$ cat config.mk
export PLATFORM = sky130hd
export DESIGN_NAME = morse_stream_decoder_flat
export DESIGN_NICKNAME = d
export VERILOG_FILES = /design/src/rtl/morse_stream_decoder_if.sv /design/src/rtl/morse_stream_decoder.sv /design/src/flat_wrapper.sv
export SDC_FILE = /design/constraint.sdc
export NUM_CORES = 1
export LEC_CHECK = 0
export CAP_MARGIN = 20
export CORE_MARGIN = 2
export CORE_UTILIZATION = 30
export CTS_CLUSTER_SIZE = 25
export DETAILED_ROUTE_END_ITERATION = 7
export GPL_TIMING_DRIVEN = 0
export PLACE_DENSITY = 0.45
export SYNTH_ARGS = -nofsm -noshare
export SYNTH_HDL_FRONTEND = slang
export SYNTH_SLANG_ARGS = --single-unit
$ cat constraint.sdc
create_clock -name clk_100MHz -period 3.2 [get_ports clk_100MHz]
set_input_delay 0.64 -clock clk_100MHz [delete_from_list [all_inputs] [get_ports clk_100MHz]]
set_output_delay 0.64 -clock clk_100MHz [all_outputs]
set_load 0.05 [all_outputs]
$ cat src/rtl/morse_stream_decoder_if.sv
// Character output channel of the Morse stream decoder: valid/ready character
// transfer plus the word-gap and error side-band pulses.
interface morse_stream_decoder_if #(
  parameter int MAX_ELEMS = 6
);
  localparam int LW = $clog2(MAX_ELEMS + 1);

  logic [MAX_ELEMS-1:0] char_data;
  logic [LW-1:0]        char_len;
  logic                 char_valid;
  logic                 char_ready;
  logic                 word_gap;
  logic                 err;
  logic [1:0]           err_code;

  modport master (
    output char_data, char_len, char_valid, word_gap, err, err_code,
    input  char_ready
  );

  modport slave (
    input  char_data, char_len, char_valid, word_gap, err, err_code,
    output char_ready
  );
endinterface

$ cat src/rtl/morse_stream_decoder.sv
// Morse stream decoder: times button presses and gaps against an internal unit
// base, assembles dot/dash characters and hands them out through a holding register.
module morse_stream_decoder #(
  parameter int TICKS_PER_UNIT = 5_000_000,
  parameter int MAX_ELEMS      = 6,
  parameter int DASH_UNITS     = 2,
  parameter int CHAR_GAP_UNITS = 3,
  parameter int WORD_GAP_UNITS = 7,
  parameter int STUCK_UNITS    = 20
) (
  input  logic                   clk_100MHz,
  input  logic                   reset,
  input  logic                   user_btn,
  morse_stream_decoder_if.master out_if
);

  // State | meaning
  // IDLE     | between words, no partial character
  // PRESS    | button held, timing the current element
  // GAP      | button released, waiting for next element or char/word gap
  // ERR_WAIT | stuck press reported, waiting for the release
  typedef enum logic [1:0] {
    S_IDLE,
    S_PRESS,
    S_GAP,
    S_ERR_WAIT
  } state_t;

  localparam int UMAX = (WORD_GAP_UNITS > STUCK_UNITS) ? WORD_GAP_UNITS : STUCK_UNITS;
  localparam int UW   = $clog2(UMAX + 1);
  localparam int TW   = $clog2(TICKS_PER_UNIT);
  localparam int LW   = $clog2(MAX_ELEMS + 1);

  localparam logic [1:0] ERR_OVERFLOW = 2'b01;
  localparam logic [1:0] ERR_STUCK    = 2'b10;
  localparam logic [1:0] ERR_OVERRUN  = 2'b11;

  state_t               state_q;
  logic                 btn_q;
  logic [TW-1:0]        tick_q, tick_d;
  logic [UW-1:0]        units_q, units_d;
  logic [MAX_ELEMS-1:0] elems_q;
  logic [LW-1:0]        count_q;
  logic [MAX_ELEMS-1:0] data_q;
  logic [LW-1:0]        len_q;
  logic                 valid_q;
  logic                 word_gap_q;
  logic                 err_q;
  logic [1:0]           err_code_q;

  logic rise, fall, unit_tc;
  logic char_hit, word_hit, stuck_hit, is_dash, accept;

  // tick_q/units_q together hold D, the samples seen at the current level;
  // the *_hit strobes fire in the cycle whose sample brings D onto a threshold.
  always_comb begin
    rise    = user_btn & ~btn_q;
    fall    = ~user_btn & btn_q;
    unit_tc = 1'b0;
    tick_d  = tick_q + TW'(1);
    units_d = units_q;
    if (rise | fall) begin
      tick_d  = TW'(1);
      units_d = '0;
    end else if (tick_q == TW'(TICKS_PER_UNIT - 1)) begin
      tick_d  = '0;
      unit_tc = 1'b1;
      if (units_q != UW'(UMAX)) units_d = units_q + UW'(1);
    end
    char_hit  = unit_tc && (units_q == UW'(CHAR_GAP_UNITS - 1));
    word_hit  = unit_tc && (units_q == UW'(WORD_GAP_UNITS - 1));
    stuck_hit = unit_tc && (units_q == UW'(STUCK_UNITS - 1));
    is_dash   = (units_q >= UW'(DASH_UNITS));
    accept    = valid_q & out_if.char_ready;
  end

  always_ff @(posedge clk_100MHz) begin
    if (!reset) begin
      state_q    <= S_IDLE;
      btn_q      <= 1'b0;
      tick_q     <= '0;
      units_q    <= '0;
      elems_q    <= '0;
      count_q    <= '0;
      data_q     <= '0;
      len_q      <= '0;
      valid_q    <= 1'b0;
      word_gap_q <= 1'b0;
      err_q      <= 1'b0;
      err_code_q <= 2'b00;
    end else begin
      btn_q      <= user_btn;
      tick_q     <= tick_d;
      units_q    <= units_d;
      word_gap_q <= 1'b0;
      err_q      <= 1'b0;
      if (accept) valid_q <= 1'b0;

      case (state_q)
        S_IDLE: begin
          elems_q <= '0;
          count_q <= '0;
          if (rise) state_q <= S_PRESS;
        end

        S_PRESS: begin
          if (fall) begin
            if (count_q == LW'(MAX_ELEMS)) begin
              err_q      <= 1'b1;
              err_code_q <= ERR_OVERFLOW;
              elems_q    <= '0;
              count_q    <= '0;
              state_q    <= S_IDLE;
            end else begin
              for (int i = 0; i < MAX_ELEMS; i++)
                if (count_q == LW'(i)) elems_q[i] <= is_dash;
              count_q <= count_q + LW'(1);
              state_q <= S_GAP;
            end
          end else if (stuck_hit) begin
            err_q      <= 1'b1;
            err_code_q <= ERR_STUCK;
            elems_q    <= '0;
            count_q    <= '0;
            state_q    <= S_ERR_WAIT;
          end
        end

        S_GAP: begin
          if (rise) begin
            state_q <= S_PRESS;
          end else if (word_hit) begin
            word_gap_q <= 1'b1;
            state_q    <= S_IDLE;
          end else if (char_hit) begin
            // A character may reload the register in the same cycle it is taken.
            if (!valid_q || accept) begin
              data_q  <= elems_q;
              len_q   <= count_q;
              valid_q <= 1'b1;
            end else begin
              err_q      <= 1'b1;
              err_code_q <= ERR_OVERRUN;
            end
            elems_q <= '0;
            count_q <= '0;
          end
        end

        S_ERR_WAIT: begin
          if (fall) state_q <= S_IDLE;
        end

        default: state_q <= S_IDLE;
      endcase
    end
  end

  assign out_if.char_data  = data_q;
  assign out_if.char_len   = len_q;
  assign out_if.char_valid = valid_q;
  assign out_if.word_gap   = word_gap_q;
  assign out_if.err        = err_q;
  assign out_if.err_code   = err_code_q;

endmodule
$ cat src/flat_wrapper.sv
// flat-port wrapper written by rule: the top's interface ports become plain ports
module morse_stream_decoder_flat 
#(
  parameter int TICKS_PER_UNIT = 5_000_000,
  parameter int MAX_ELEMS      = 6,
  parameter int DASH_UNITS     = 2,
  parameter int CHAR_GAP_UNITS = 3,
  parameter int WORD_GAP_UNITS = 7,
  parameter int STUCK_UNITS    = 20
)
  (clk_100MHz, reset, user_btn, out_if_char_data, out_if_char_len, out_if_char_valid, out_if_word_gap, out_if_err, out_if_err_code, out_if_char_ready);
  morse_stream_decoder_if #(.MAX_ELEMS(MAX_ELEMS)) out_if_i ();
  input  logic clk_100MHz;
  input  logic reset;
  input  logic user_btn;
  output wire logic [$bits(out_if_i.char_data)-1:0] out_if_char_data;
  output wire logic [$bits(out_if_i.char_len)-1:0] out_if_char_len;
  output wire logic [$bits(out_if_i.char_valid)-1:0] out_if_char_valid;
  output wire logic [$bits(out_if_i.word_gap)-1:0] out_if_word_gap;
  output wire logic [$bits(out_if_i.err)-1:0] out_if_err;
  output wire logic [$bits(out_if_i.err_code)-1:0] out_if_err_code;
  input wire logic [$bits(out_if_i.char_ready)-1:0] out_if_char_ready;
  assign out_if_char_data = out_if_i.char_data;
  assign out_if_char_len = out_if_i.char_len;
  assign out_if_char_valid = out_if_i.char_valid;
  assign out_if_word_gap = out_if_i.word_gap;
  assign out_if_err = out_if_i.err;
  assign out_if_err_code = out_if_i.err_code;
  assign out_if_i.char_ready = out_if_char_ready;
  morse_stream_decoder #(.TICKS_PER_UNIT(TICKS_PER_UNIT), .MAX_ELEMS(MAX_ELEMS), .DASH_UNITS(DASH_UNITS), .CHAR_GAP_UNITS(CHAR_GAP_UNITS), .WORD_GAP_UNITS(WORD_GAP_UNITS), .STUCK_UNITS(STUCK_UNITS)) u_core (.clk_100MHz(clk_100MHz), .reset(reset), .user_btn(user_btn), .out_if(out_if_i));
endmodule
Word level (Yosys, flattened, before mapping)

Index checks and enable logic that the tools add are counted.

Flip-flop bits (word level): 54
Logic and storage cells: 139
Output and inout port bits: 14
Bits of input ports: 4

Reductions and logical operators: 23
Bitwise gates (word level): 10
Order comparisons: 1
Add/subtract/negate cells: 3
Multiplexer cells: 55
Eq/ne operators: 29

Operator list:

| cell                                                                     | number |
|---|---|
| 6-bit 2-to-1 mux                                                         | 6 |
| 6-bit AND reduction                                                      | 6 |
| 2-bit 2-to-1 mux                                                         | 14 |
| 1-bit 2-to-1 mux                                                         | 24 |
| 4-bit inequality test (second input constant)                            | 6 |
| 23-bit by 1-bit adder with 23-bit output (second input constant)         | 1 |
| 23-bit == test (second input constant)                                   | 1 |
| 3-bit 2-to-1 mux                                                         | 6 |
| 6-bit case mux with 3 select lines                                       | 1 |
| 5-bit AND reduction                                                      | 2 |
| 3-bit == test (second input constant)                                    | 3 |
| 3-bit case mux with 3 select lines                                       | 1 |
| 2-bit case mux with 4 select lines                                       | 1 |
| 7-bit AND reduction                                                      | 1 |
| 3-bit by 2-bit == test with 1-bit output (second input constant)         | 2 |
| 2-bit by 1-bit inequality test with 1-bit output (second input constant) | 3 |
| 2-bit inequality test (second input constant)                            | 3 |
| 3-bit by 1-bit inequality test with 1-bit output (second input constant) | 2 |
| 1-bit inverter                                                           | 6 |
| 3-bit OR reduction                                                       | 2 |
| 5-bit by 1-bit adder with 5-bit output (second input constant)           | 1 |
| 5-bit by 2-bit == test with 1-bit output (second input constant)         | 1 |
| 5-bit by 3-bit == test with 1-bit output (second input constant)         | 1 |
| 5-bit == test (second input constant)                                    | 1 |
| other kinds (21)                                                         | 26 |

Longest topological paths before layout

Depth after elaboration: 9
Mapped depth: 8
Gate-level depth less buffers: 7

Least setup slack after synthesis

OpenSTA, ideal clock, no wires.

Path type: input-to-reg
Start point: input user_btn
End point: register u_core.count_q[1]
Stages on the path: 8
Path slack: 1.005 ns
Arrival time: 2.061 ns
Library setup time: 0.134 ns
Data required time: 3.066 ns
Path buffers: 1
Cells stage by stage: inv_1 ha_1 and2_1 nand4_1 a22o_1 buf_2 o311ai_1 o41ai_2

Longest elaborated chain between the ends: 7
Elaborated cells on any way between the ends: 15
Classes of those cells: eq/ne: 4; mux: 3; bitwise: 4; reduce/logical: 4

RTL lines:

| item                                                                                      | RTL line                                                                           | text |
|---|---|---|
| from (decl)                                                                               | flat_wrapper.sv:15                                                                 | `input logic user_btn;` |
| 1-bit inverter                                                                            | morse_stream_decoder.sv:58                                                         | `fall = ~user_btn & btn_q;` |
| 1-bit AND                                                                                 | morse_stream_decoder.sv:58                                                         |  |
| 1-bit bitwise OR                                                                          | morse_stream_decoder.sv:62                                                         | `if (rise \| fall) begin` |
| 1-bit 2-to-1 mux                                                                          | morse_stream_decoder.sv:62                                                         |  |
| 1-bit logical AND, on equally long branches                                               | morse_stream_decoder.sv:72, morse_stream_decoder.sv:70, morse_stream_decoder.sv:71 |  |
| 3-bit by 1-bit inequality test with 1-bit output (no source line) (tied with other cells) | -                                                                                  |  |
| 5-bit AND reduction (no source line)                                                      | -                                                                                  |  |
| to (signal assigned)                                                                      | morse_stream_decoder.sv:117                                                        | `count_q <= count_q + LW'(1);` |
| to (decl)                                                                                 | morse_stream_decoder.sv:43                                                         | `logic [LW-1:0] count_q;` |

Parallel ways exist; a longest one is shown, timed or not.
A chain may end at the register's enable or synchronous reset.

Final worst setup path

Start point: input user_btn
End point: register u_core.err_code_q[1], in the netlist u_core.out_if.err_code[1]

Longest elaborated chain between the ends: 7
Elaborated cells on any way between the ends: 16
Classes of those cells: eq/ne: 5; mux: 3; bitwise: 4; reduce/logical: 4

RTL lines:

| item                                                                                      | RTL line                                                                           | text |
|---|---|---|
| 1-bit inverter                                                                            | morse_stream_decoder.sv:58                                                         |  |
| 1-bit AND                                                                                 | morse_stream_decoder.sv:58                                                         |  |
| 1-bit bitwise OR                                                                          | morse_stream_decoder.sv:62                                                         |  |
| 1-bit 2-to-1 mux                                                                          | morse_stream_decoder.sv:62                                                         |  |
| 1-bit logical AND, on equally long branches                                               | morse_stream_decoder.sv:72, morse_stream_decoder.sv:70, morse_stream_decoder.sv:71 |  |
| 3-bit by 1-bit inequality test with 1-bit output (no source line) (tied with other cells) | -                                                                                  |  |
| 7-bit AND reduction (no source line)                                                      | -                                                                                  |  |
| to (signal assigned)                                                                      | morse_stream_decoder.sv:90                                                         | `err_code_q <= 2'b00;` |
| to (signal assigned)                                                                      | morse_stream_decoder.sv:110                                                        | `err_code_q <= ERR_OVERFLOW;` |
| to (signal assigned)                                                                      | morse_stream_decoder.sv:122                                                        | `err_code_q <= ERR_STUCK;` |
| to (decl)                                                                                 | morse_stream_decoder.sv:49                                                         | `logic [1:0] err_code_q;` |

Parallel ways exist; a longest one is shown, timed or not.

==> results.yml <==
outcome:
  outcome: "finished clean"
global_route:
  grt_antenna_before_repair: 0
  track_usage: 0.122
  gr-total-overflow: 0
  first_global_vias: 1988
  grt_pass1_wl_mm: 9.52
  grt_max_degree: 17
cts:
  cts_hold_repair.buffers: 0
  numCtsBuffers: 5
  clock-sinks: 54
  clk_latency_ns: 0.31
  root_buffer: "clkbuf_8"
  h-tree-depth: 2
  cts.repair.resized: 0
  clock_path_buffers: 2
  cts_tree: "built"
  cts_post_setup_buffers_inserted: 0
  clkTransAtPathRegs_ns: 0.09
run:
  max_cap_viol_count: 0
synthesis:
  synthXorXnorAreaFrac: 0.0774
  synth_ff_type: "dfxtp_1"
  ys_seq_area_frac: 0.415
  synth.avg_cell_area_um2: 8.70
  synth_top_family_by_area: "simple AND/OR/NAND/NOR gates"
  synth-edff-count: 0
  syn_nets: 315
  synth_compound_area_frac: 0.0962
  synth_top_area_frac: 0.415
  yosysTopAreaCell: "dfxtp_1"
  ys_ff_latch: 54
  yosys_warnings: 0
  synthSimpleGateAreaFrac: 0.266
  async_flop_share: 0
  synth.area.top_cells: "dfxtp_1 42%, nor2_1 7.2%, ha_1 5.8%, mux2i_1 5.0%, xor2_1 4.0%"
  synth_adder_area_share: 0.0577
  syn_inst: 299
  syn_area_um2: 2600
  muxShareOfSynthArea: 0.0500
  synthDistinctLibCells: 42
critical_path:
  path_buf_inv: 3
  worstPathRequired_ns: 3.44
  crit_path_end_kind: "flip-flop"
  crit_type: "primary input to flip-flop"
  crit_fanout: 10
  slowest_stage: "clkdlybuf4s50_1"
  worst_setup_path_start_kind: "primary input"
  path_delay_family: "buffers and inverters"
  slowest_delay_ns: 0.48
  path_cells: "clkdlybuf4s50_1 > inv_1 > ha_1 > and2_1 > nand4_1 > a22o_1 > buf_2 > nor3b_2 > mux2i_1"
  cp.arrival_ns: 2.87
route:
  postRouteAntennaNets: 0
  routed_wirelength_mm: 5.57
  route.detailed.drc: 0
  via_per_inst: 4.78
  drt-initial-drc-count: 89
  num_vias: 2047
  first_pass_iters: 4
  wire_per_inst_um: 13.0
timing:
  clock_skew_ns: 0.00785
  fmax_ghz: 0.381
  setup_violations: 0
  period_share: 0.821
  hold_viol: 0
  slew_headroom: 0.540
  worst_pin_slew_ns: 0.684
  holdWs_ns: 0.467
  rsz0062_at_grt: "no"
  period_needed_ns: 2.63
  tns_ns: 0
  drv_slew: 0
pwr:
  power-per-cell-area_nw_per_um2: 498
  ir_worst_vdd_mv: 0.180
  leakagePower_uw: 0.00110
  total_power_uw: 1500
finish:
  final_util: 0.362
  seqCellArea_um2: 1080
  multi_input_area_um2: 1420
  nFillCells: 879
  syn_to_final_growth_pct: 15.4
  nets: 338
  diodes: 0
  drive_gt1_frac: 0.0433
floorplanning:
  coreArea_um2: 8300
  die_y_um: 97.1
  die_w_um: 97.1
  io_pins: 18
  rows: 33
  dieArea_um2: 9440
  initial_core_util: 0.314
min_path:
  min_path_type: "flip-flop to flip-flop"
placed_design:
  port_buffers: 16
  gp_routability_congestion: 0.829
  detailedPlacementHpwl_mm: 4.09
per-stage QoR:
stage | cell area [um2] | setup WS (ns) | instances
floorplan | 2600 | 1.01 | 299
detailed placement | 2890 | 0.244 | 420
finish | 3000 | 0.572 | 428
CTS | 3000 | 0.572 | 428
global route | 3000 | 0.372 | 428
global placement | 2890 | 0.281 | 420
registers in the layout, summed over array words and instances (netlist names), 2 cells and up:
| name | count |
|---|---|
| u_core.state_q | 2 |
| u_core.out_if.err_code | 2 |
| u_core.tick_q | 23 |
| u_core.units_q | 5 |
| u_core.out_if.char_len | 3 |
| u_core.out_if.char_data | 6 |
| u_core.count_q | 3 |
| u_core.elems_q | 6 |
worst paths after layout:
kind | startpoint | slack, ns | depth (start not counted) | to
worst max-delay path | user_btn | 0.57 | 9 | u_core.out_if.err_code[1]
worst max register to register | u_core.tick_q[0] | 0.71 | 8 | u_core.out_if.err_code[1]
worst min register to register | u_core.out_if.err_code[0] | 0.47 | 2 | u_core.out_if.err_code[0]
worst min-delay path | u_core.out_if.err_code[0] | 0.47 | 2 | u_core.out_if.err_code[0]
synth_stat cells (2+ instances only):
master / n
a21oi_1: 11
and2_1: 3
and3_1: 4
buf_2: 3
clkbuf_1: 6
dfxtp_1: 54
ha_1: 12
inv_1: 14
mux2i_1: 13
nand2_1: 22
nand2b_1: 3
nand3_1: 15
nand4_1: 7
nor2_1: 50
nor2b_1: 5
nor3_1: 8
nor3b_1: 2
nor4_1: 2
nor4b_1: 2
nor4bb_1: 2
o21ai_0: 6
o311ai_0: 4
o311ai_1: 3
o31ai_1: 6
or3_1: 3
or4_1: 2
xnor2_1: 11
xor2_1: 12
where the power goes:
| group | internal (uW) | switching (uW) | total [uW] |
|---|---|---|---|
| clock | 234 | 225 | 459 |
| sequential | 692 | 17.9 | 710 |
| combinational | 113 | 213 | 326 |
layer usage:
layer / up-vias / global-route usage / wire [um]
li1: 1081 / - / -
met1: 941 / 0.154 / 2710
met2: 17 / 0.208 / 2640
met3: 8 / 0.0288 / 127
met4: 0 / 0.0379 / 84
met5: - / 0 / 0
final cells by class:
| cell class | count | share of cell area |
|---|---|---|
| inverters | 15 | 0.0187 |
| well taps | 105 | 0.0437 |
| plain buffers | 10 | 0.0137 |
| clock buffers | 6 | 0.0242 |
| multi-input cells | 220 | 0.474 |
| repair buffers | 16 | 0.0533 |
| flip-flops and latches | 54 | 0.360 |
| clock inverters | 2 | 0.0125 |
cell usage in the layout, fill, tap and decap left out, types with 5 or more instances in the layout:
cell type	instances
dfxtp_1	54
nor2_1	50
nand2_1	22
clkdlybuf4s50_1	16
nand3_1	15
inv_1	14
mux2i_1	13
xor2_1	12
ha_1	12
a21oi_1	11
xnor2_1	11
nor3_1	8
clkbuf_1	7
nand4_1	7
o31ai_1	6
o21ai_0	6
nor2b_1	5
clkbuf_8	5
tightest hold or removal path, stage by stage, from the launching register on:
cell,delay (ns)
dfxtp_1,0.32
nand2_1,0.05
mux2i_1,0.05
cell families after synthesis:
family	Yosys count
flip-flops	54
adder cells (fa/ha/maj)	12
buffers and inverters	25
multiplexers	13
XOR/XNOR	23
AO/OA/AOI/OAI	36
AND/OR/NAND/NOR	136
Power figures use the tool's default switching activity.
